File: src/rtl/uart_div_frame_ctrl.sv
// Frame controller: collects A and B as little-endian byte streams, runs a DATA_W-cycle
// restoring divide, then paces Y and R back out as TX bytes; drops stalled partial frames.
module uart_div_frame_ctrl #(
  parameter int DATA_W     = 16,
  parameter int GAP_CNT    = 166576,
  parameter int RX_TIMEOUT = 2000000,
  parameter int LED_W      = 24
) (
  input  logic             clk,
  input  logic             rst,
  input  logic             rx_valid,
  input  logic [7:0]       rx_data,
  input  logic             tx_busy,
  output logic             tx_valid,
  output logic [7:0]       tx_data,
  output logic [LED_W-1:0] y_to_led,
  output logic             busy,
  output logic             div0,
  output logic             frame_err
);

  localparam int NB  = DATA_W / 8;
  localparam int IXW = (NB > 1) ? $clog2(NB) : 1;
  localparam int TXW = $clog2(2 * NB);
  localparam int BCW = $clog2(DATA_W);
  localparam int GW  = $clog2(GAP_CNT);
  localparam int TW  = $clog2(RX_TIMEOUT);

  localparam logic [IXW-1:0] IX_LAST = IXW'(NB - 1);
  localparam logic [TXW-1:0] TX_LAST = TXW'(2 * NB - 1);
  localparam logic [BCW-1:0] BC_LAST = BCW'(DATA_W - 1);
  localparam logic [GW-1:0]  G_LAST  = GW'(GAP_CNT - 1);
  localparam logic [TW-1:0]  T_LAST  = TW'(RX_TIMEOUT - 1);

  typedef enum logic [2:0] {IDLE, RX_A, RX_B, DIV, TX} state_t;

  state_t              state;
  logic [DATA_W-1:0]   a, b, y, r, rem, quo;
  logic [IXW-1:0]      idx;
  logic [TXW-1:0]      tx_idx;
  logic [BCW-1:0]      bit_cnt;
  logic [GW-1:0]       gap;
  logic [TW-1:0]       idle_cnt;
  logic [DATA_W:0]     trial;
  logic                ge;
  logic [DATA_W-1:0]   rem_nxt, quo_nxt;
  logic [2*DATA_W-1:0] txv;

  // The partial remainder is always < B, so only the shifted trial needs the extra bit.
  // With B==0 every step subtracts nothing: Y ends all ones and R ends equal to A.
  always_comb begin
    trial   = {rem, a[DATA_W-1]};
    ge      = (trial >= {1'b0, b});
    rem_nxt = ge ? DATA_W'(trial - {1'b0, b}) : trial[DATA_W-1:0];
    quo_nxt = {quo[DATA_W-2:0], ge};
  end

  assign txv  = {r, y};
  assign busy = (state != IDLE);

  always_ff @(posedge clk) begin
    if (!rst) begin
      state     <= IDLE;
      a         <= '0;
      b         <= '0;
      y         <= '0;
      r         <= '0;
      rem       <= '0;
      quo       <= '0;
      idx       <= '0;
      tx_idx    <= '0;
      bit_cnt   <= '0;
      gap       <= '0;
      idle_cnt  <= '0;
      tx_valid  <= 1'b0;
      tx_data   <= '0;
      y_to_led  <= '0;
      div0      <= 1'b0;
      frame_err <= 1'b0;
    end else begin
      tx_valid  <= 1'b0;
      frame_err <= 1'b0;
      case (state)
        IDLE: begin
          if (rx_valid) begin
            a        <= DATA_W'(rx_data);
            b        <= '0;
            div0     <= 1'b0;
            idle_cnt <= '0;
            if (NB == 1) begin
              state <= RX_B;
              idx   <= '0;
            end else begin
              state <= RX_A;
              idx   <= IXW'(1);
            end
          end
        end
        RX_A, RX_B: begin
          if (rx_valid) begin
            idle_cnt <= '0;
            if (state == RX_A) a[8*idx +: 8] <= rx_data;
            else               b[8*idx +: 8] <= rx_data;
            if (idx == IX_LAST) begin
              idx <= '0;
              if (state == RX_A) begin
                state <= RX_B;
              end else begin
                state   <= DIV;
                rem     <= '0;
                quo     <= '0;
                bit_cnt <= '0;
              end
            end else begin
              idx <= idx + 1'b1;
            end
          end else if (idle_cnt == T_LAST) begin
            frame_err <= 1'b1;
            a         <= '0;
            b         <= '0;
            idx       <= '0;
            idle_cnt  <= '0;
            state     <= IDLE;
          end else begin
            idle_cnt <= idle_cnt + 1'b1;
          end
        end
        DIV: begin
          rem     <= rem_nxt;
          quo     <= quo_nxt;
          a       <= {a[DATA_W-2:0], 1'b0};
          bit_cnt <= bit_cnt + 1'b1;
          if (bit_cnt == BC_LAST) begin
            y        <= quo_nxt;
            r        <= rem_nxt;
            y_to_led <= LED_W'(quo_nxt);
            div0     <= (b == '0);
            state    <= TX;
            gap      <= '0;
            tx_idx   <= '0;
          end
        end
        TX: begin
          // Counter parks at its last value while tx_busy holds the pending byte.
          if (gap == G_LAST) begin
            if (!tx_busy) begin
              tx_valid <= 1'b1;
              tx_data  <= txv[8*tx_idx +: 8];
              gap      <= '0;
              tx_idx   <= tx_idx + 1'b1;
              if (tx_idx == TX_LAST) state <= IDLE;
            end
          end else begin
            gap <= gap + 1'b1;
          end
        end
        default: state <= IDLE;
      endcase
    end
  end

endmodule

File: config.mk
export PLATFORM = sky130hd
export DESIGN_NAME = uart_div_frame_ctrl
export DESIGN_NICKNAME = d
export VERILOG_FILES = /design/src/rtl/uart_div_frame_ctrl.sv
export SDC_FILE = /design/constraint.sdc
export NUM_CORES = 1
export LEC_CHECK = 0
export CORE_UTILIZATION = 45
export CTS_BUF_LIST = sky130_fd_sc_hd__clkbuf_16
export DETAILED_ROUTE_END_ITERATION = 16
export PLACE_DENSITY = 0.72
export SLEW_MARGIN = 15
export SYNTH_ARGS = -nofsm -noshare
export SYNTH_HDL_FRONTEND = slang
export SYNTH_SLANG_ARGS = --single-unit
File: constraint.sdc
create_clock -name clk -period 4.3 [get_ports clk]
set_input_delay 0.86 -clock clk [delete_from_list [all_inputs] [get_ports clk]]
set_output_delay 0.86 -clock clk [all_outputs]
set_load 0.01 [all_outputs]
==> results of run 1 <==
==> through the flow <==
step	instances	power [W]	instance area, um2	setup slack [ns]
after floorplan	937	0.00173	7760	1.67
final	1172	0.00326	8760	1.21
after CTS	1172	0.00329	8760	1.22
after global placement	1141	0.00181	8190	1.07
after global routing	1172	0.00338	8760	0.912
after detailed placement	1141	0.00181	8190	0.974
==> cells in the mapped netlist, types with 8 or more instances <==
cell	count
nand4_1	19
o21ai_0	60
o2bb2ai_1	15
and2_1	8
o31ai_1	11
a22oi_1	31
dfxtp_1	155
mux2i_1	15
xor2_1	13
buf_4	9
inv_1	31
xnor2_1	12
ha_1	20
and3_1	10
or3_1	10
mux4_2	8
clkbuf_1	43
nand3_1	36
a21oi_1	85
a311oi_1	10
nand2b_1	8
nor3_1	15
nor2_1	81
nand2_1	115
==> area by class of cell <==
type | count | area (um2)
clock inverter | 14 | 148
inverter | 32 | 120
fill | 1573 | 7940
timing repair buffer | 48 | 453
sequential | 155 | 3100
multi-input combinational | 686 | 4240
clock buffer | 17 | 425
tap | 220 | 275
==> worst reg2reg max path: stages (launching register included) <==
cell and delay (ns):
dfxtp_1 0.33, inv_1 0.07, ha_1 0.16, inv_1 0.05, fa_1 0.39, a21o_1 0.21
a221oi_1 0.56, o21ai_0 0.29, and4b_1 0.25, a311o_1 0.31, mux2i_1 0.23, o21ai_0 0.13
==> cells in the final DEF, fill, tap and decap left out, types with 7 or more instances in the layout <==
| master | n |
|---|---|
| nand4_1 | 19 |
| o2bb2ai_1 | 15 |
| xnor2_1 | 12 |
| conb_1 | 8 |
| o31ai_1 | 11 |
| nand2b_1 | 8 |
| inv_1 | 32 |
| a21oi_1 | 85 |
| nor2_1 | 80 |
| clkbuf_16 | 17 |
| mux4_2 | 8 |
| nand3_1 | 36 |
| and3_1 | 10 |
| or3_1 | 10 |
| buf_4 | 9 |
| nor3_1 | 15 |
| mux2i_1 | 15 |
| clkdlybuf4s50_1 | 38 |
| a22oi_1 | 31 |
| dfxtp_1 | 155 |
| xor2_1 | 13 |
| nor2b_1 | 7 |
| ha_1 | 20 |
| a311oi_1 | 10 |
| and2_1 | 8 |
| nand2_1 | 115 |
| o21ai_0 | 60 |
==> layer usage <==
layer	vias to the layer above	share of wire, %	wire [um]	track usage (%)
met3	28	3.2	601	4.48
met5	-	0	0	0
met2	126	48	8840	35.2
li1	3377	-	-	-
met4	0	1.9	355	8.88
met1	3286	47	8770	28.7
==> registers in the layout, summed over array words and instances, names as in the netlist <==
signal	count
idle_cnt	21
a	16
frame_err	1
bit_cnt	4
state	3
rem	16
tx_data	8
tx_valid	1
y	16
r	16
quo	15
gap	18
b	16
idx	1
div0	1
tx_idx	2
==> final timing paths <==
kind,from,endpoint,slack (ns),cells past startpoint
worst min register to register,tx_data[6],tx_data[6],0.45,2
worst min-delay path,tx_data[6],tx_data[6],0.45,2
worst max-delay path,a[15],rem[12],1.21,11
worst max register to register,a[15],rem[12],1.21,11
==> cell families (layout without fill, tap and decap cells) <==
family | after synthesis | count (layout) | share of synthesized area (%)
buffers and inverters | 96 | 111 | 5.52
and+or+nand+nor | 343 | 343 | 21.4
muxes | 24 | 24 | 4.42
DFF | 155 | 155 | 40.1
adders and majority gates | 21 | 21 | 3.50
AOI/OAI and AO/OA | 265 | 265 | 22.2
other | 1 | 8 | 0.0485
xor gates and xnor gates | 25 | 25 | 2.83
==> power breakdown <==
| group | leakage [nW] | total [W] | switching, W | internal (W) |
|---|---|---|---|---|
| logic | 1.58 | 0.000307 | 0.000199 | 0.000108 |
| registers | 1.25 | 0.00148 | 0.0000243 | 0.00145 |
| clock network | 0.275 | 0.00148 | 0.000627 | 0.000853 |
==> qor.yml, run 1 <==
outcome: "finished, final reports clean"
rsz0062_at_grt: "false"
io_pins: 48
finalSetupTns_ns: 0
grt.total_usage_pct: 21.9
antenna_found_initial: 0
power.leakage_nw: 3.11
worstMarginPinSlew_ns: 0.991
area_growth_pct: 13.3
syn_inst: 930
ctsHoldBuffers: 0
maxCapViolations: 0
die_w_um: 133
grt_pass1_wl_um: 31100
critical_path_class: "reg -> reg"
postCtsSetupRepairBufs: 0
endpoint_kind: "register"
min_path_type: "reg -> reg"
period_needed_ns: 3.09
vias_per_cell: 5.82
slowest_delay_ns: 0.56
ys.warnings.count: 0
cp.required_ns: 4.61
utilization_pct: 52.5
finalCritPeriodShare_pct: 71.9
ys_seq_elements: 155
nets: 973
layout-drive-gt1-share_pct: 6.41
drt_iter0_markers: 494
synth_area_leaders: "dfxtp_1 (40%), nand2_1 (5.6%), a21oi_1 (5.5%)"
num_vias: 6817
max_slew_margin_pct: 33.8
cts_inserted_buffers: 17
power_density_nw_per_um2: 372
start_util_pct: 46.3
insertion_delay_ns: 0.43
die_h_um: 133
cts_root_buf: "clkbuf_16"
clock_sinks: 155
setup_viol: 0
hold_violations: 0
skew_ns: 0.00895
coreArea_um2: 16700
ys_types: 71
place_congestion: 0.862
cts_resized: 0
fmaxAchievable_mhz: 323
ir_worst_vdd_uv: 276
cp_max_fo: 4
diodes: 0
dp_hpwl_um: 12800
synth_edf_count: 0
critPathBufInv: 2
final_antenna_net_count: 0
synth_ff_type: "dfxtp_1"
grt_pass1_vias: 6340
die_area_um2: 17700
seq_area_frac_synth_pct: 40.1
wirelength_um: 18600
slew_viol_final: 0
grt-ovfl-total: 0
cts_tree: "built"
async_reset_ff_share_pct: 0
drc: 0
wire_per_inst_um: 15.8
port_buffers: 39
synth_largest_area_cell: "dfxtp_1"
cts_buffer_depth: 2
critPathTopFamily: "compound AO/OA/AOI/OAI gates"
dr.pass1.iters: 5
critPathLaunchType: "register"
rows: 47
grt_max_degree: 51
avgSynthCellArea_um2: 8.31
slowest_stage: "a221oi_1"
synth_area_um2: 7730
whs_ns: 0.451
worstPathArrival_ns: 3.40
cts_max_level: 4
yosysTopAreaCellShare_pct: 40.1
path_cells: "inv_1 > ha_1 > inv_1 > fa_1 > a21o_1 > a221oi_1 > o21ai_0 > and4b_1 > a311o_1 > mux2i_1 > o21ai_0"
clkTransAtPathRegs_ns: 0.07
Power figures use the tool's default switching activity.
==> run 2, diff against run 1 <==
--- a/config.mk
+++ b/config.mk
@@ -8,7 +8,7 @@
 export CORE_UTILIZATION = 45
 export CTS_BUF_LIST = sky130_fd_sc_hd__clkbuf_16
 export DETAILED_ROUTE_END_ITERATION = 16
-export PLACE_DENSITY = 0.72
+export PLACE_DENSITY = 0.75
 export SLEW_MARGIN = 15
 export SYNTH_ARGS = -nofsm -noshare
 export SYNTH_HDL_FRONTEND = slang
==> constraint.sdc (replaced) <==
create_clock -name clk -period 2.8 [get_ports clk]
set_input_delay 0.56 -clock clk [delete_from_list [all_inputs] [get_ports clk]]
set_output_delay 0.56 -clock clk [all_outputs]
set_load 0.01 [all_outputs]
==> qor.yml, run 2 (synthesis gave the netlist of run 1 again) <==
worstSetupPathDepth: 12  # +1
drc: 0  # unchanged
clkTransAtPathRegs_ns: 0.07  # about the same
cts_tree: "built"
finalSetupTns_ns: 0  # unchanged
die_w_um: 133  # unchanged
nets: 992  # +2.0%
grt.total_usage_pct: 22.3  # +0.40 points
final_cell_mix: "dfxtp_1 (155), nand2_1 (115), a21oi_1 (85), nor2_1 (80), o21ai_0 (60)"
rr_startpoint: "a[15]"
power_density_nw_per_um2: 550  # +48%
place_ws_ns: 0.0532  # -0.921 ns
antenna_found_initial: 0  # unchanged
fillers: 1574  # +0.064%
ff2ff_setup_slack_ns: 0.20  # -1.01 ns
insertion_delay_ns: 0.43  # about the same
ir_worst_vdd_uv: 511  # +85%
finalCritPeriodShare_pct: 92.9  # +21 points
cts_buffer_depth: 2  # unchanged
largest_reg_flops: 21  # unchanged
port_buffers: 39  # unchanged
rsz0062_at_grt: "false"
min_path_type: "reg -> reg"
max_slew_margin_pct: 60.0  # +26 points
grt-ovfl-total: 0  # unchanged
critPathTopFamily: "compound AO/OA/AOI/OAI gates"
cts_root_buf: "clkbuf_16"
worstReg2RegEnd: "rem[14]"
layout-drive-gt1-share_pct: 8.64  # +2.2 points
die_area_um2: 17700  # unchanged
place_congestion: 0.889  # +3.2%
skew_ns: 0.00942  # +0.000473 ns
start_util_pct: 46.3  # unchanged
endpoint_kind: "register"
critical_path_class: "reg -> reg"
slew_viol_final: 0  # unchanged
cts_max_level: 4  # unchanged
wire_per_inst_um: 16.1  # +1.5%
slowest_delay_ns: 0.35  # -0.21 ns
area_growth_pct: 15.6
ff2ff_path_depth: 12  # +1
hold_violations: 0  # unchanged
rows: 47  # unchanged
period_needed_ns: 2.60  # -0.491 ns
slowest_stage: "fa_2"
top_register: "idle_cnt"
num_vias: 6959  # +2.1%
dr.pass1.iters: 5  # unchanged
outcome: "finished, final reports clean"
path_cells: "inv_1 > ha_1 > inv_1 > fa_2 > a21o_1 > a221oi_2 > buf_4 > o2111ai_1 > a221oi_2 > xor2_1 > mux2i_1 > a32o_1"
worst_slack_ns: 0.199  # -1.01 ns
reg_top3: "idle_cnt x21, gap x18"
clock_sinks: 155  # unchanged
drt_iter0_markers: 485  # -1.8%
final_antenna_net_count: 0  # unchanged
power.leakage_nw: 3.22  # +3.6%
maxCapViolations: 0  # unchanged
regArea_um2: 3100  # unchanged
cts_inserted_buffers: 17  # unchanged
cp-endpoint: "rem[14]"
dp_hpwl_um: 13200  # +3.0%
crit_start: "a[15]"
worstMarginPinSlew_ns: 0.598  # -0.393 ns
coreArea_um2: 16700  # unchanged
grt_pass1_wl_um: 32200  # +3.5%
fmaxAchievable_mhz: 385  # +19%
worstPathArrival_ns: 2.92  # -0.48 ns
critPathLaunchType: "register"
vias_per_cell: 5.84  # +0.37%
stdcell_count: 1192  # +1.7%
grt_max_degree: 60  # +18%
setup_viol: 0  # unchanged
cp_max_fo: 4  # unchanged
grt_pass1_vias: 6508  # +2.6%
io_pins: 48  # unchanged
placed_cells: 1159  # +1.6%
diodes: 0  # unchanged
critPathBufInv: 3  # +1
die_h_um: 133  # unchanged
cp.required_ns: 3.12  # -1.49 ns
multiInputGateArea_um2: 4260  # +0.59%
final_common_cell: "dfxtp_1"
wirelength_um: 19200  # +3.2%
==> run 2: cell types whose count changed in the layout (fill, tap and decap cells not counted), sizes merged <==
cell,before,now
inv,36,42
bufinv,2,0
clkinv,5,3
buf,10,29
clkinvlp,3,2
==> run 2: cell type report <==
type | instances | share of cell area (%)
inverters | 32 | 1.34
flip-flops and latches | 155 | 34.7
repair buffers | 67 | 7.09
clock buffers | 17 | 4.76
well taps | 220 | 3.08
multi-input cells | 686 | 47.7
clock inverters | 15 | 1.29
==> run 2: through the flow <==
stage | area [um2] | hold WS [ns] | utilization (%) | total power [W]
CTS | 8900 | 0.458 | 53.3 | 0.00493
detailed placement | 8360 | 0.448 | 50.1 | 0.00281
global route | 8930 | 0.476 | 53.5 | 0.00512
finish | 8930 | 0.457 | 53.5 | 0.00492
floorplan | 7760 | 0.426 | - | 0.00266
global placement | 8360 | 0.440 | 50.1 | 0.00281
==> run 2: repair_timing <==
action | CTS | global route
hold endpoints to repair | 0 | 0
resized for setup | 0 | 5
hold buffers | 0 | 0
buffers inserted | 0 | 1
endpoints found under the setup margin | 0 | 6
==> run 2: worst min path at each step <==
stage	endpoint	slack [ns]	depth (start not counted)	startpoint
after floorplan	rem[15]	0.43	2	rem[15]
after global placement	y[15]	0.44	2	quo[14]
after detailed placement	a[12]	0.45	1	a[12]
after CTS	tx_data[4]	0.46	2	tx_data[4]
after global routing	a[14]	0.48	1	a[14]
final	tx_data[4]	0.46	2	tx_data[4]
==> run 2: worst reg2reg max path: cells and delay by family (launching register included) <==
kind	cells	cell delay (ns)
compound gates	5	1.05
fa+ha+maj	2	0.52
mux	1	0.11
buf+inv	3	0.29
flops	1	0.32
xor+xnor	1	0.23
==> run 2: power by group <==
| part | internal [W] | switching [W] | total [W] |
|---|---|---|---|
| clock network | 0.00115 | 0.000985 | 0.00214 |
| logic | 0.000203 | 0.000329 | 0.000532 |
| registers | 0.00223 | 0.0000180 | 0.00225 |
| total | 0.00358 | 0.00133 | 0.00492 |
==> run 2: routing by layer <==
layer	routed length, um	GRT usage [%]	part of all wire, %
met3	993	4.87	5.2
met5	0	0	0
met4	227	6.13	1.2
met1	8670	29.3	45
met2	9280	36.8	48
==> variant: new RTL, config.mk and constraints of run 2 <==
Encoding of `state_t`: now one-hot (5 bits for 5 states).
--- a/src/rtl/uart_div_frame_ctrl.sv
+++ b/src/rtl/uart_div_frame_ctrl.sv
@@ -32,7 +32,7 @@
   localparam logic [GW-1:0]  G_LAST  = GW'(GAP_CNT - 1);
   localparam logic [TW-1:0]  T_LAST  = TW'(RX_TIMEOUT - 1);
 
-  typedef enum logic [2:0] {IDLE, RX_A, RX_B, DIV, TX} state_t;
+  typedef enum logic [4:0] {IDLE = 5'b00001, RX_A = 5'b00010, RX_B = 5'b00100, DIV = 5'b01000, TX = 5'b10000} state_t;
 
   state_t              state;
   logic [DATA_W-1:0]   a, b, y, r, rem, quo;
Function: same outputs for any inputs over 4 cycles, from zero or initial values and one cycle with rst low; so few cycles prove little.
==> variant against run 2 <==
- first-iteration DRC count shrank 15%
- worst setup slack lost 0.091 ns
- core utilization shrank 0.13 points
- wire length shrank 4.6%
- total power shrank 2.1%
- synthesized area is essentially flat
- final area shrank 0.25%
- sequential cell count grew 2
- largest power group unchanged
==> variant: results (changes against run 2) <==
| Metric | Value |
|---|---|
| Hold Slack | 0.4588 ns (+0.001937 ns) |
| Met3 Track Usage GR | 0.03831 (-0.01034) |
| WL/cell | 16.08 um (about the same) |
| Worst-margin pin slew | 0.7567 ns (+0.1587 ns) |
| Non-CTS buffers | 64 (-4.5%) |
| Worst-path fanout max | 3 (-1) |
| Design internal power | 3.610 mW (+0.78%) |
| Vias in the first global route | 6,067 (-6.8%) |
| Synth unique cells | 77 (+8.5%) |
| Leakage | 3.314 nW (+3.0%) |
| Fill cells | 1,521 (-3.4%) |
| Signal inverters | 29 (-9.4%) |
| Worst reg2reg path depth | 11 (-1) |
| Nets | 939 (-5.3%) |
| Iteration-0 DRC Markers | 410 (-15%) |
| Status | complete, no violations |
| GR Util met1 | 0.3001 (+0.006901) |
| Dpl ws | 0.1016 ns (+0.04843 ns) |
| Reg2reg setup slack | 0.11 ns (-0.09 ns) |
| Via count | 6,552 (-5.8%) |
| Largest net degree at the start of global routing | 38 (-37%) |
| DP Area | 8309 um^2 (-0.61%) |
| Worst path arrival time | 3.03 ns (+0.11 ns) |
| Number of flip-flops and latches | 157 (+1.3%) |
| Synth area leaders | dfxtp_1 (41%), a22o_1 (5.1%), nor2_1 (4.8%) |
| Seq/Total Area, Yosys | 0.4067 (+0.005310) |
| HP Start | quo[14]$_SDFFE_PN0P_ |
| Sequential cell area | 3143 um^2 (+1.3%) |
| Layout cell share with drive strength beyond 1 | 0.1035 (+0.01707) |
| ClkCell Share | 0.06347 (+0.002961) |
| Avg Inst Size Synth | 8.843 um^2 (+6.4%) |
| Fraction of area in multi-input gates | 0.4758 (-0.001181) |
| Worst VDD drop | 0.5082 mV (-0.61%) |
| Wire length of the first global-routing pass | 30,630 um (-5.0%) |
| GP Congestion | 0.9128 (+2.7%) |
| Period utilization | 0.9612 (+0.03239) |
| M1 WL | 8903 um (+2.7%) |
| WHS Endpoint | y[15]$_SDFFE_PN0P_ |
| Met2 WL | 8286 um (-11%) |
| Multi-In Gates | 637 (-7.1%) |
| Met2 usage | 0.3339 (-0.03403) |
| HPWL Detailed | 13,040 um (-1.1%) |
[variant: cell count changes after synthesis, moves of 9 or more]
cell / run 2 / this run
a22oi_1: 31 / 20
xor2_1: 13 / 22
o21ai_0: 60 / 34
a311oi_1: 10 / 1
a21oi_1: 85 / 62
o31ai_1: 11 / 2
nor2_1: 81 / 99
a22o_1: 0 / 45
o2bb2ai_1: 15 / 2
nand2_1: 115 / 78
clkbuf_1: 43 / 30
[variant: through the flow]
step / power (mW) / utilization
after floorplan: 2.534 / -
after global placement: 2.620 / 0.4975
after detailed placement: 2.622 / 0.4975
after CTS: 4.837 / 0.5314
after global routing: 4.967 / 0.5336
final: 4.811 / 0.5336
[variant: cells by family after synthesis]
kind of cell / Yosys count / synth area share
XOR/XNOR: 42 / 0.04760
flip-flops: 157 / 0.4067
other: 1 / 0.0004852
AND/OR/NAND/NOR: 309 / 0.1951
adder cells (fa/ha/maj): 21 / 0.03497
buffers and inverters: 87 / 0.05277
AO/OA/AOI/OAI: 226 / 0.2092
multiplexers: 31 / 0.05326
[variant: worst max-delay path: stages, from the launching register on]
cell      delay (ns)
dfxtp_1         0.33
inv_1           0.08
ha_1            0.15
inv_1           0.05
fa_1            0.40
a21o_1          0.24
a311oi_1        0.35
o31ai_1         0.15
a221oi_1        0.36
xnor2_1         0.18
nand2_1         0.11
a311oi_2        0.21
[variant: power by group through the flow]
| stage | Sequential (mW) | Clock (mW) | Combinational (mW) |
|---|---|---|---|
| finish | 2.27 | 2.23 | 0.304 |
| global route | 2.28 | 2.36 | 0.333 |
| CTS | 2.27 | 2.26 | 0.301 |
| detailed placement | 2.32 | 0 | 0.299 |
| global placement | 2.32 | 0 | 0.297 |
| floorplan | 2.31 | 0 | 0.223 |
